## config.mk

```make
export PLATFORM = sky130hd
export DESIGN_NAME = rf_write_arbiter_flat
export DESIGN_NICKNAME = d
export VERILOG_FILES = /design/src/rtl/rf_write_arbiter_if.sv /design/src/rtl/rf_write_arbiter.sv /design/src/flat_wrapper.sv
export SDC_FILE = /design/constraint.sdc
export NUM_CORES = 1
export LEC_CHECK = 0
export ABC_AREA = 0
export CORE_MARGIN = 2
export CORE_UTILIZATION = 35
export DETAILED_ROUTE_END_ITERATION = 12
export MAX_ROUTING_LAYER = met4
export PLACE_DENSITY = 0.86
export SYNTH_ARGS = -nofsm -noshare
export SYNTH_HDL_FRONTEND = slang
export SYNTH_SLANG_ARGS = --single-unit
export TNS_END_PERCENT = 30
```

## constraint.sdc

```tcl
create_clock -name clk -period 4.4 [get_ports clk]
set_input_delay 0.66 -clock clk [delete_from_list [all_inputs] [get_ports clk]]
set_output_delay 0.66 -clock clk [all_outputs]
set_load 0.01 [all_outputs]
```

## src/rtl/rf_write_arbiter_if.sv

```systemverilog
// rf_write_arbiter_if: bundles everything between the two write producers, the
// register file and the bypass network around rf_write_arbiter.
//   hold                     pipeline freeze, no grants while high
//   req0_valid/idx/val/ready port 0 (writeBack stage) request and same-cycle grant
//   req1_valid/idx/val/ready port 1 (multicycle unit) request and same-cycle grant
//   rf_wr_en/idx/val         register-file write port
//   bp_idx/bp_val            forwarding value, index 0 means nothing to forward
//   grant_src                producer that owns the current write stage (0/1)
// master: the producer/consumer side. slave: the arbiter.
interface rf_write_arbiter_if #(
    parameter int unsigned XLEN    = 32,
    parameter int unsigned REG_IDX = 5
);
    logic               hold;
    logic               req0_valid;
    logic [REG_IDX-1:0] req0_idx;
    logic [XLEN-1:0]    req0_val;
    logic               req0_ready;
    logic               req1_valid;
    logic [REG_IDX-1:0] req1_idx;
    logic [XLEN-1:0]    req1_val;
    logic               req1_ready;
    logic               rf_wr_en;
    logic [REG_IDX-1:0] rf_wr_idx;
    logic [XLEN-1:0]    rf_wr_val;
    logic [REG_IDX-1:0] bp_idx;
    logic [XLEN-1:0]    bp_val;
    logic               grant_src;

    modport master (
        output hold,
        output req0_valid, req0_idx, req0_val,
        input  req0_ready,
        output req1_valid, req1_idx, req1_val,
        input  req1_ready,
        input  rf_wr_en, rf_wr_idx, rf_wr_val,
        input  bp_idx, bp_val, grant_src
    );

    modport slave (
        input  hold,
        input  req0_valid, req0_idx, req0_val,
        output req0_ready,
        input  req1_valid, req1_idx, req1_val,
        output req1_ready,
        output rf_wr_en, rf_wr_idx, rf_wr_val,
        output bp_idx, bp_val, grant_src
    );
endinterface

```

## src/rtl/rf_write_arbiter.sv

```systemverilog
// rf_write_arbiter: shares the single register-file write port between the
// writeBack stage (port 0) and the multicycle unit (port 1). Port 0 has priority,
// but port 1 wins outright once it has been denied STARVE_MAX consecutive cycles.
// The winner is registered into a one-entry write stage that drives the register
// file one cycle after the grant and doubles as the bypass source.
//   clk  clock, all state updates on posedge
//   rst  asynchronous reset, active-low
//   bus  rf_write_arbiter_if.slave: requests, grants, write port, bypass
module rf_write_arbiter #(
    parameter int unsigned XLEN       = 32,
    parameter int unsigned REG_IDX    = 5,
    parameter int unsigned STARVE_MAX = 4
) (
    input  logic               clk,
    input  logic               rst,
    rf_write_arbiter_if.slave  bus
);

    localparam int unsigned    CntW      = $clog2(STARVE_MAX + 1);
    localparam logic [CntW-1:0] StarveMax = CntW'(STARVE_MAX);

    typedef enum logic [1:0] {
        StIdle = 2'd0,
        StWr0  = 2'd1,
        StWr1  = 2'd2
    } state_e;

    state_e             state_q, state_d;
    logic [REG_IDX-1:0] idx_q, idx_d;
    logic [XLEN-1:0]    val_q, val_d;
    logic [CntW-1:0]    starve_q, starve_d;
    logic               grant0, grant1;
    logic               wr_en;

    // Grants are also masked by reset so every output reads 0 while rst is low.
    always_comb begin
        grant0 = 1'b0;
        grant1 = 1'b0;
        if (rst && !bus.hold) begin
            if (bus.req1_valid && (starve_q == StarveMax)) begin
                grant1 = 1'b1;
            end else begin
                grant0 = bus.req0_valid;
                grant1 = bus.req1_valid & ~bus.req0_valid;
            end
        end
    end

    // Counts consecutive denials of a waiting port 1; frozen under hold.
    always_comb begin
        starve_d = starve_q;
        if (!bus.hold) begin
            if (!bus.req1_valid || grant1) begin
                starve_d = '0;
            end else if (starve_q != StarveMax) begin
                starve_d = starve_q + 1'b1;
            end
        end
    end

    // State register.
    always_ff @(posedge clk or negedge rst) begin
        if (!rst) begin
            state_q  <= StIdle;
            idx_q    <= '0;
            val_q    <= '0;
            starve_q <= '0;
        end else begin
            state_q  <= state_d;
            idx_q    <= idx_d;
            val_q    <= val_d;
            starve_q <= starve_d;
        end
    end

    // Next state: the stage simply takes whatever was granted this cycle. Payload
    // is cleared on idle so the write-port outputs read 0 without extra gating.
    always_comb begin
        state_d = StIdle;
        idx_d   = '0;
        val_d   = '0;
        if (grant0) begin
            state_d = StWr0;
            idx_d   = bus.req0_idx;
            val_d   = bus.req0_val;
        end else if (grant1) begin
            state_d = StWr1;
            idx_d   = bus.req1_idx;
            val_d   = bus.req1_val;
        end
    end

    // Outputs. A write to x0 occupies the stage but never strobes or forwards.
    always_comb begin
        wr_en          = (state_q != StIdle) && (idx_q != '0);
        bus.req0_ready = grant0;
        bus.req1_ready = grant1;
        bus.rf_wr_en   = wr_en;
        bus.rf_wr_idx  = idx_q;
        bus.rf_wr_val  = val_q;
        bus.grant_src  = (state_q == StWr1);
        bus.bp_idx     = wr_en ? idx_q : '0;
        bus.bp_val     = wr_en ? val_q : '0;
    end

endmodule
```

## src/flat_wrapper.sv

```systemverilog
// flat-port wrapper written by rule: the top's interface ports become plain ports
module rf_write_arbiter_flat 
#(
    parameter int unsigned XLEN       = 32,
    parameter int unsigned REG_IDX    = 5,
    parameter int unsigned STARVE_MAX = 4
)
  (clk, rst, bus_hold, bus_req0_valid, bus_req0_idx, bus_req0_val, bus_req0_ready, bus_req1_valid, bus_req1_idx, bus_req1_val, bus_req1_ready, bus_rf_wr_en, bus_rf_wr_idx, bus_rf_wr_val, bus_bp_idx, bus_bp_val, bus_grant_src);
  rf_write_arbiter_if #(.XLEN(XLEN), .REG_IDX(REG_IDX)) bus_i ();
  input  logic clk;
  input  logic rst;
  input wire logic [$bits(bus_i.hold)-1:0] bus_hold;
  input wire logic [$bits(bus_i.req0_valid)-1:0] bus_req0_valid;
  input wire logic [$bits(bus_i.req0_idx)-1:0] bus_req0_idx;
  input wire logic [$bits(bus_i.req0_val)-1:0] bus_req0_val;
  output wire logic [$bits(bus_i.req0_ready)-1:0] bus_req0_ready;
  input wire logic [$bits(bus_i.req1_valid)-1:0] bus_req1_valid;
  input wire logic [$bits(bus_i.req1_idx)-1:0] bus_req1_idx;
  input wire logic [$bits(bus_i.req1_val)-1:0] bus_req1_val;
  output wire logic [$bits(bus_i.req1_ready)-1:0] bus_req1_ready;
  output wire logic [$bits(bus_i.rf_wr_en)-1:0] bus_rf_wr_en;
  output wire logic [$bits(bus_i.rf_wr_idx)-1:0] bus_rf_wr_idx;
  output wire logic [$bits(bus_i.rf_wr_val)-1:0] bus_rf_wr_val;
  output wire logic [$bits(bus_i.bp_idx)-1:0] bus_bp_idx;
  output wire logic [$bits(bus_i.bp_val)-1:0] bus_bp_val;
  output wire logic [$bits(bus_i.grant_src)-1:0] bus_grant_src;
  assign bus_i.hold = bus_hold;
  assign bus_i.req0_valid = bus_req0_valid;
  assign bus_i.req0_idx = bus_req0_idx;
  assign bus_i.req0_val = bus_req0_val;
  assign bus_req0_ready = bus_i.req0_ready;
  assign bus_i.req1_valid = bus_req1_valid;
  assign bus_i.req1_idx = bus_req1_idx;
  assign bus_i.req1_val = bus_req1_val;
  assign bus_req1_ready = bus_i.req1_ready;
  assign bus_rf_wr_en = bus_i.rf_wr_en;
  assign bus_rf_wr_idx = bus_i.rf_wr_idx;
  assign bus_rf_wr_val = bus_i.rf_wr_val;
  assign bus_bp_idx = bus_i.bp_idx;
  assign bus_bp_val = bus_i.bp_val;
  assign bus_grant_src = bus_i.grant_src;
  rf_write_arbiter #(.XLEN(XLEN), .REG_IDX(REG_IDX), .STARVE_MAX(STARVE_MAX)) u_core (.clk(clk), .rst(rst), .bus(bus_i));
endmodule
```

==> flow_results.org <==
** Timing
- Headroom to the max-slew limit came out at just over 30%.
- Number of pins exceeding their max-slew limit in the final report :: 0
- Count of final hold-check violations :: 0
- At the pin with the least slew margin, the transition time is 1.03 ns.
- Timing would allow up to about 0.32 GHz.
- Setup violations remaining at the end of the flow were counted as 0.
- The routed design could run at a clock period as short as 3.11 ns.
- Fin crit share :: 70.7%
- Setup repair after global routing left no endpoint under its margin.
- Setup TNS :: 0 ns
- Worst clock skew on the final layout :: around 0.0031 ns
- Post-route worst hold slack :: 0.280 ns

** Clock tree
- After clock tree synthesis, the clock-pin slew on the worst setup and hold paths is 0.07 ns.
- After clock tree synthesis, the repair step resized 0 gates.
- Clock tree synthesis found a total of between 40 and 50 sinks.
- CTS tree :: done
- After clock tree synthesis, the setup repair step added 0 buffers.
- Root Buffer :: clkbuf_8
- CTS HTree Levels :: 2
- The longest clock path from root to sink contains 2 buffers.
- Buffers inserted during clock tree synthesis total 5.
- The later pin in the worst-skew pair is clocked with a latency of roughly 0.28 ns.
- Count of hold-fix buffers inserted at cts :: 0

** Pwr
- Leakage power summed over all cells :: 1.50 nW
- Areal power density over the cells :: between 200 and 250 mW/mm^2
- Across the VDD grid, the largest voltage drop is roughly 0.17 mV.

** Final layout
- The multi-input combinational cells in the finished layout cover a total of about 730 sq um.
- The sequential cells in the finished layout cover a total of about 0.0011 sq mm.
- Once layout is complete, the utilization of the core stands at 69.0%.
- Fraction of layout cells with a size suffix above 1 :: slightly below 4%
- Antenna cells :: 0
- Counting the fill cells in the layout gives 403.
- The area growth from synthesis to layout is 88.1%.
- The finished cells cover 0.00355 sq mm.
- Final-stage net count :: a little under 400

** Floorplanning
- In this run the core area contains 26 standard-cell rows.
- Horiz. Die Dim :: between 70 and 80 microns
- I/O pin total :: 157
- Once the floorplan was initialized, standard cells occupied a little under two fifths of the core.
- The core region is 0.00514 sq mm.
- Chip Height :: between 70 and 80 microns
- Die area :: 0.00599 sq mm

** Logic synthesis
- Of all flip-flops after synthesis, the portion carrying an async set or reset was 100%.
- The synthesized design contains 0 enable-type register cells.
- Synth top area cells :: dfrtp_1 (56%), a22o_1 (17%), and2_1 (11%), buf_6 (3.0%), nor2b_1 (2.0%)
- Sequential cells were found to cover ~56% of the synthesized design area.
- The Yosys step of the flow raised 0 warnings.
- After synthesis, the most frequently instantiated cells are dfrtp_1 (42), a22o_1 (37), and2_1 (32).
- Primary flip-flop cell chosen by synthesis mapping :: dfrtp_1
- Synthesized cell area :: ~0.0019 sq mm
- After synthesis the netlist holds a flip-flop and latch count of 42.
- In the post-synthesis netlist, the cell with the most instances is dfrtp_1.
- The share of synthesized area in the top cell type comes to a little under three fifths.
- dfrtp_1 takes more of the synthesized area than any other cell.
- Synthesis handed over a netlist of 156 instances.
- When the netlist entered floorplanning its net count stood at 237.
- Number of different library cells in the post-synthesis netlist :: 25
- Each instance of the synthesized netlist takes up on average 12.1 sq um.

** Route
- Once detail routing completed, the nets flagged for antenna violations numbered 0.
- Drt via density :: ~4.7
- In the final routed layout, each cell accounts on average for 14.7 microns.
- The detailed router finished its first iteration with 41 violations.
- Vias :: ~1800
- For this block, the routed nets add up to about 5600 microns of wire.
- First-pass detailed-route iteration total :: 4
- DRC violation count after routing :: 0

** Worst hold path
- In this run the worst hold path is classified as in2async.

** GRT
- Entering global routing, the biggest net connects 40 pins.
- Number of global-route vias before repair :: 1759
- Antenna violations before repair :: 0
- The first global-routing pass estimated about 8800 microns of wire.
- Summed over all layers, the global routing overflow is 0.
- For this run, the total global-route usage over all layers was measured as 19.3%.

** Setup path
- Across all register-to-register paths, the minimum setup slack is about 2.7 ns.
- Endpoint class of the critical path :: primary output
- STA classifies the critical path startpoint as an input pin.
- By startpoint and endpoint, the worst setup path is classified as in2out.
- Largest fanout on the critical path :: 39
- Worst Path Required :: approximately 3.7 ns
- STA puts the critical path data arrival time at 2.45 ns.

** Place
- Placer congestion estimate :: roughly 0.76
- Once placement finished, the instance area stood at between 0.003 and 0.004 sq mm.
- Detailed placement finished with a half-perimeter wire length of approximately 4500 microns.
- The count of buffers added on input and output ports is roughly 160.

** Status
- The run finished with clean final reports.

** Flow run
- Count of max-cap constraint violations :: 0
[logic make-up (layout without fill, tap and decap cells)]
| logic type | Yosys count | in the layout | synth area share, % |
|---|---|---|---|
| AND/OR/NAND/NOR | 48 | 48 | 15.9 |
| AO/OA/AOI/OAI | 45 | 45 | 20.6 |
| flip-flops | 42 | 42 | 55.7 |
| buffers and inverters | 18 | 172 | 5.91 |
| adder cells (fa/ha/maj) | 2 | 2 | 1.33 |
| multiplexers | 1 | 1 | 0.531 |
[where the power goes]
group	switching, mW	leakage (nW)	internal (mW)
Clock	0.114	0.0383	0.109
Sequential	0.0145	0.570	0.409
Combinational	0.0726	0.893	0.124
Total	0.201	1.50	0.642
[final cells by class]
cell class,instances,share of cell area (%)
Tap cell,70,2.47
Clock buffer,7,2.15
Timing Repair Buffer,158,44.3
Sequential cell,42,29.6
Inverter,7,0.741
Multi-Input combinational cell,96,20.7
[through the flow]
stage          std cells  setup slack (ns)  total power, mW
2_1_floorplan        156              2.51            0.496
3_3_place_gp         373              1.32            0.623
3_5_place_dp         373              1.28            0.630
4_1_cts              380              1.28            0.853
5_1_grt              380              1.15            0.879
6_report             380              1.29            0.843
[critical path, cell delays in order]
cell and delay [ns]:
clkdlybuf4s50_1 0.50, nand3_1 0.14, and4_4 0.52, clkdlybuf4s50_1 0.63
[worst paths after layout]
kind                                    start                        to  cells after the start
setup / recovery               bus_req1_valid            bus_req0_ready                      4
hold / removal                            rst   u_core.bus.rf_wr_val[9]                      1
setup reg to reg           u_core.starve_q[0]  u_core.bus.rf_wr_val[31]                      6
hold reg to reg            u_core.starve_q[1]        u_core.starve_q[1]                      2
max in group asynchronous                 rst        u_core.starve_q[0]                      2
min in group clk           u_core.starve_q[1]        u_core.starve_q[1]                      2
[state kept, by name, indices dropped and copies added, names as in the netlist]
name / flops
u_core.state_q: 2
u_core.bus.rf_wr_idx: 5
u_core.bus.rf_wr_val: 32
u_core.starve_q: 3
[per-layer routing]
layer	up-vias	share of wire [%]	routed length, microns	GRT usage [%]
li1	859	-	-	-
met3	10	5.7	317	3.95
met5	-	0	0	-
met2	90	55	3100	35.4
met4	0	2.7	152	7.32
met1	818	36	2030	20.5
[placed cells by master, fill, tap and decap left out, drive strengths merged, types with 2 or more instances in the layout]
cell | netlist | layout
clkdlybuf4s50 | 0 | 155
dfrtp | 42 | 42
a22o | 37 | 37
and2 | 32 | 32
inv | 7 | 7
clkbuf | 3 | 7
nor2b | 6 | 6
nor2 | 3 | 3
o2111ai | 3 | 3
buf | 8 | 3
ha | 2 | 2
nor3b | 2 | 2
No activity file was read; power rests on OpenSTA's default activity.
